### src/rtl/fb_write_arbiter.sv
// fb_write_arbiter
//   Round-robin arbiter sharing the single framebuffer write port among
//   NUM_REQ requesters in the gpu_clk domain. One pixel write is accepted
//   per cycle at most. A requester can lock the port for a multi-beat
//   burst. Accepted in-range writes appear on the framebuffer write
//   outputs one cycle later. Out-of-range writes still complete their
//   handshake, but they are dropped and counted in a saturating counter.
//
// Ports
//   gpu_clk      in   clock; all state updates on the rising edge
//   reset        in   synchronous, active-high
//   req_valid    in   [NUM_REQ]            per-requester write request
//   req_lock     in   [NUM_REQ]            burst lock, sampled with an accepted beat
//   req_addr     in   [NUM_REQ*ADDR_BITS]  linear pixel address, slice i*ADDR_BITS
//   req_data     in   [NUM_REQ*DATA_BITS]  palette index, slice i*DATA_BITS
//   req_ready    out  [NUM_REQ]            one-hot or zero grant (combinational)
//   fb_wr_en     out                       registered write strobe
//   fb_addr      out  [ADDR_BITS]          registered write address
//   fb_wr_data   out  [DATA_BITS]          registered write data
//   grant_id     out  [$clog2(NUM_REQ)]    index of the last accepted requester
//   locked       out                       high while the port is locked
//   drop_count   out  [DROP_BITS]          saturating count of dropped beats
module fb_write_arbiter #(
  parameter int unsigned NUM_REQ        = 2,
  parameter int unsigned RESOLUTION_X   = 400,
  parameter int unsigned RESOLUTION_Y   = 300,
  parameter int unsigned PALETTE_LENGTH = 256,
  parameter int unsigned DROP_BITS      = 16,
  localparam int unsigned DATA_BITS     = $clog2(PALETTE_LENGTH),
  localparam int unsigned ADDR_BITS     = $clog2(RESOLUTION_X * RESOLUTION_Y),
  localparam int unsigned ID_BITS       = $clog2(NUM_REQ)
) (
  input  logic                           gpu_clk,
  input  logic                           reset,
  input  logic [NUM_REQ-1:0]             req_valid,
  input  logic [NUM_REQ-1:0]             req_lock,
  input  logic [NUM_REQ*ADDR_BITS-1:0]   req_addr,
  input  logic [NUM_REQ*DATA_BITS-1:0]   req_data,
  output logic [NUM_REQ-1:0]             req_ready,
  output logic                           fb_wr_en,
  output logic [ADDR_BITS-1:0]           fb_addr,
  output logic [DATA_BITS-1:0]           fb_wr_data,
  output logic [ID_BITS-1:0]             grant_id,
  output logic                           locked,
  output logic [DROP_BITS-1:0]           drop_count
);

  localparam int unsigned PIXELS = RESOLUTION_X * RESOLUTION_Y;

  typedef enum logic {
    ST_ARB,
    ST_LOCKED
  } state_t;

  state_t                 state_q, state_d;
  logic [ID_BITS-1:0]     last_q, last_d;
  logic [ID_BITS-1:0]     grant_q, grant_d;
  logic                   wr_en_q, wr_en_d;
  logic [ADDR_BITS-1:0]   addr_q, addr_d;
  logic [DATA_BITS-1:0]   data_q, data_d;
  logic [DROP_BITS-1:0]   drop_q, drop_d;

  logic [ID_BITS-1:0]     cand;
  logic [ID_BITS-1:0]     sel_idx;
  logic                   sel_hit;
  logic                   accept;
  logic [ADDR_BITS-1:0]   sel_addr;
  logic [DATA_BITS-1:0]   sel_data;
  logic                   sel_lock;
  logic                   in_range;

  // Grant selection: in LOCKED the owner (last_q) is always offered the
  // port; in ARB the first valid requester after last_q wins.
  always_comb begin
    req_ready = '0;
    sel_idx   = last_q;
    sel_hit   = 1'b0;
    cand      = '0;
    if (state_q == ST_LOCKED) begin
      sel_hit = 1'b1;
    end else begin
      for (int unsigned k = 1; k <= NUM_REQ; k++) begin
        cand = ID_BITS'((32'(last_q) + k) % NUM_REQ);
        if (!sel_hit && req_valid[cand]) begin
          sel_idx = cand;
          sel_hit = 1'b1;
        end
      end
    end
    if (sel_hit) begin
      req_ready[sel_idx] = 1'b1;
    end
  end

  assign accept   = sel_hit & req_valid[sel_idx];
  assign sel_addr = req_addr[sel_idx*ADDR_BITS +: ADDR_BITS];
  assign sel_data = req_data[sel_idx*DATA_BITS +: DATA_BITS];
  assign sel_lock = req_lock[sel_idx];
  assign in_range = 32'(sel_addr) < PIXELS;

  always_comb begin
    state_d = state_q;
    last_d  = last_q;
    grant_d = grant_q;
    wr_en_d = 1'b0;
    addr_d  = addr_q;
    data_d  = data_q;
    drop_d  = drop_q;

    case (state_q)
      ST_ARB: begin
        if (accept && sel_lock) begin
          state_d = ST_LOCKED;
        end
      end
      ST_LOCKED: begin
        // Owner beat or owner idle: either way the owner's lock bit alone
        // decides whether the port stays held.
        if (!req_lock[last_q]) begin
          state_d = ST_ARB;
        end
      end
      default: state_d = ST_ARB;
    endcase

    if (accept) begin
      last_d  = sel_idx;
      grant_d = sel_idx;
      if (in_range) begin
        wr_en_d = 1'b1;
        addr_d  = sel_addr;
        data_d  = sel_data;
      end else if (drop_q != '1) begin
        drop_d = drop_q + 1'b1;
      end
    end
  end

  always_ff @(posedge gpu_clk) begin
    if (reset) begin
      state_q <= ST_ARB;
      last_q  <= ID_BITS'(NUM_REQ - 1);
      grant_q <= '0;
      wr_en_q <= 1'b0;
      addr_q  <= '0;
      data_q  <= '0;
      drop_q  <= '0;
    end else begin
      state_q <= state_d;
      last_q  <= last_d;
      grant_q <= grant_d;
      wr_en_q <= wr_en_d;
      addr_q  <= addr_d;
      data_q  <= data_d;
      drop_q  <= drop_d;
    end
  end

  assign fb_wr_en   = wr_en_q;
  assign fb_addr    = addr_q;
  assign fb_wr_data = data_q;
  assign grant_id   = grant_q;
  assign locked     = (state_q == ST_LOCKED);
  assign drop_count = drop_q;

endmodule

### config.mk
export PLATFORM = sky130hd
export DESIGN_NAME = fb_write_arbiter
export DESIGN_NICKNAME = d
export VERILOG_FILES = /design/src/rtl/fb_write_arbiter.sv
export SDC_FILE = /design/constraint.sdc
export NUM_CORES = 1
export LEC_CHECK = 0
export CORE_UTILIZATION = 45
export CTS_CLUSTER_SIZE = 14
export DETAILED_ROUTE_END_ITERATION = 10
export PLACE_DENSITY = 0.88
export SYNTH_ARGS = -nofsm -noshare
export SYNTH_HDL_FRONTEND = slang
export SYNTH_SLANG_ARGS = --single-unit
### constraint.sdc
create_clock -name gpu_clk -period 7.3 [get_ports gpu_clk]
set_clock_uncertainty 0.05 [all_clocks]
set_input_delay 0.73 -clock gpu_clk [delete_from_list [all_inputs] [get_ports gpu_clk]]
set_output_delay 0.73 -clock gpu_clk [all_outputs]
set_load 0.05 [all_outputs]
==> flow_summary.json <==
{
  "status": "completed",
  "min_to": "fb_addr[11]",
  "start_kind": "input port",
  "worstPathCellList": "clkdlybuf4s50_1 > nand2_1 > o22ai_2 > buf_4 > mux2_4 > a2111oi_4 > o211ai_2 > or4_1 > a21oi_1",
  "setup_viol": 0,
  "clk_pin_slew_ps": 90,
  "setup-tns-final_ps": 0,
  "max_cap_viol_count": 0,
  "post-route-period-util_pct": 54.0,
  "dieArea_um2": 6150,
  "drcViolationCount": 0,
  "syn_nets": 365,
  "first_pass_iters": 4,
  "syn-cell-area_um2": 2630,
  "htreeDepth": 2,
  "critPathMaxStageDelay_ps": 800,
  "synth_edf_count": 0,
  "grt_max_degree": 53,
  "cts_setup_buffers": 0,
  "final_core_util_pct": 66.6,
  "vias": 2564,
  "cts_sinks": 45,
  "p_per_area_nw_per_um2": 205,
  "hold_viol": 0,
  "rrSetupSlack_ps": 3590,
  "synthFlopType": "dfxtp_1",
  "initial_utilization_pct": 47.2,
  "io_pins": 102,
  "worstPathRequired_ps": 7490,
  "netlist_instances": 308,
  "die_x_um": 78.4,
  "peakVddDrop_v": 0.000114,
  "async_flop_share_pct": 0,
  "max_freq_mhz": 254,
  "die_h_um": 78.4,
  "hpwl_um": 4880,
  "grtUsageTotal_pct": 22.6,
  "drtIter0Drc": 112,
  "internal_power_uw": 475,
  "via_per_inst": 5.47,
  "ys_ff_latch": 45,
  "grt_pass1_wl_um": 11000,
  "final_nets": 453,
  "ys_warn_count": 0,
  "synth_area_leaders": "dfxtp_1 (34%), mux2i_1 (10%), nor2_1 (5.6%), a211oi_1 (5.4%), a21oi_1 (3.2%)",
  "power.switching_uw": 288,
  "cp_top_family": "buffers and inverters",
  "grt_pass1_vias": 2374,
  "leakage_nw": 1.39,
  "yosysTopAreaCell": "dfxtp_1",
  "slew_viol_final": 0,
  "drt_wl_total_um": 6860,
  "antenna_cells": 0,
  "cts_made_buffers": 5,
  "globalplace.congestion": 0.812,
  "arrival_ps": 4120,
  "finalCriticalPeriod_ps": 3940,
  "ctsResizeCount": 0,
  "tightest_slew_ps": 936,
  "seq_area_frac_synth_pct": 34.3,
  "cts_tree": "done",
  "portBuffers": 101,
  "cts_buffer_depth": 2,
  "critPathBufInv": 2,
  "syn_area_per_cell_um2": 8.53,
  "ant_nets": 0,
  "r2r.worst_path.cells": 8,
  "fp-row-count": 27,
  "combPwrFrac_pct": 39.2,
  "relSlewSlack_pct": 37.5,
  "synthToLayoutAreaGrowth_pct": 41.3,
  "setup.worst_path.end_class": "register",
  "drive_above_1_share_pct": 6.55,
  "cts_hold_buf": 0,
  "worst_path_max_delay_cell": "clkdlybuf4s50_1",
  "min_path_cells": 2,
  "hold_path_startpoint": "fb_addr[11]",
  "synth_top_cell_area_share_pct": 34.3,
  "antenna_found_initial": 0,
  "grt_overflow": 0,
  "ys_types": 50,
  "rsz0062_at_grt": "no",
  "hold_class": "register to register",
  "r2r-start": "last_q",
  "design.core.area_um2": 5570,
  "r2r_end": "drop_count[15]",
  "clock_latency_ps": 310,
  "netSwitchingFraction_pct": 37.7,
  "seqPwrFrac_pct": 38.1,
  "critPathMaxFanout": 23,
  "worstSetupPathType": "input port to register",
  "ctsRootBufferMaster": "clkbuf_8",
  "power.share.clock_pct": 22.7,
  "wl_per_cell_um": 14.6
}
==> layer usage <==
layer  part of all wire, %  track usage (%)
met2                    51             41.4
met5                     0                0
met1                    42             25.7
met3                   5.1             3.84
met4                   2.2             9.44
==> synthesized netlist by cell type, types with 3 or more instances <==
master / instances
o32ai_1: 3
dfxtp_1: 45
or3_1: 6
clkbuf_1: 9
o21ai_0: 15
nand3_1: 10
a22oi_1: 3
nor3_1: 3
nand2b_1: 10
or4_1: 3
inv_1: 4
nand2_1: 20
mux2i_1: 27
nor2b_1: 9
and2_1: 3
nor3b_1: 10
nor2_1: 39
o31ai_1: 4
nand4_1: 4
a211oi_1: 19
buf_6: 3
buf_2: 7
a21oi_1: 17
==> stage by stage <==
step	power, mW	cells	worst slack (ps)	cell area, um^2	hold slack (ps)
after floorplan	0.495	308	4340	2630	638
after detailed placement	0.595	461	3110	3610	413
after CTS	0.766	469	3400	3710	427
after global routing	0.798	469	3130	3710	444
final	0.762	469	3360	3710	429
after global placement	0.588	461	3190	3610	410
==> power by group through the flow <==
stage | sequential [mW] | combinational (mW) | clock [mW]
finish | 0.290 | 0.299 | 0.173
global placement | 0.294 | 0.294 | 0
global route | 0.294 | 0.316 | 0.188
floorplan | 0.372 | 0.123 | 0
detailed placement | 0.296 | 0.299 | 0
CTS | 0.290 | 0.300 | 0.176
==> layout by cell type (no fill, tap or decap), drive strengths merged, types with 7 or more instances in the layout <==
| cell | count |
|---|---|
| nand3 | 10 |
| nor2b | 9 |
| clkbuf | 7 |
| mux2i | 27 |
| a211oi | 19 |
| dfxtp | 45 |
| nor2 | 40 |
| o21ai | 15 |
| clkdlybuf4s50 | 100 |
| nand2 | 20 |
| nand2b | 10 |
| a21oi | 17 |
| nor3b | 10 |
==> worst max path at each step <==
stage | from | end | slack, ps | depth (start not counted)
floorplan | req_valid[1] | req_ready[0] | 4340 | 4
detailed placement | req_valid[0] | drop_count[15] | 3110 | 9
finish | req_valid[0] | drop_count[15] | 3360 | 9
CTS | req_valid[0] | drop_count[15] | 3400 | 9
global route | req_valid[0] | drop_count[15] | 3130 | 9
global placement | req_valid[0] | drop_count[15] | 3190 | 9
==> worst reg2reg max path, delay by kind of cell (launching register included) <==
family / cells / cell delay (ps)
buf+inv: 1 / 390
compound gates: 4 / 1110
simple gates: 2 / 790
flops: 1 / 940
mux: 1 / 360
==> area by class of cell <==
class                   count  area, um^2
clock buffers               7        96.3
clock inverters             1        5.00
fillers                   454        1860
inverters                   4        15.0
multi-input cells         237        1590
flip-flops and latches     45         901
well taps                  72        90.1
repair buffers            103        1020
==> registers in the layout (all words and copies together) (netlist names) <==
signal and flops:
fb_wr_data 8, fb_wr_en 1, last_q 1, locked 1
drop_count 16, grant_id 1, fb_addr 17
==> cells by family (layout without fill, tap and decap cells) <==
family	after synthesis	count (layout)	synth area share (%)
flip-flops	45	45	34.3
multiplexers	32	32	12.6
AO/OA/AOI/OAI	77	77	21.7
adder cells (fa/ha/maj)	1	1	0.476
buffers and inverters	26	115	5.90
XOR/XNOR	1	1	0.333
AND/OR/NAND/NOR	126	126	24.8
No activity file was read; power rests on OpenSTA's default activity.
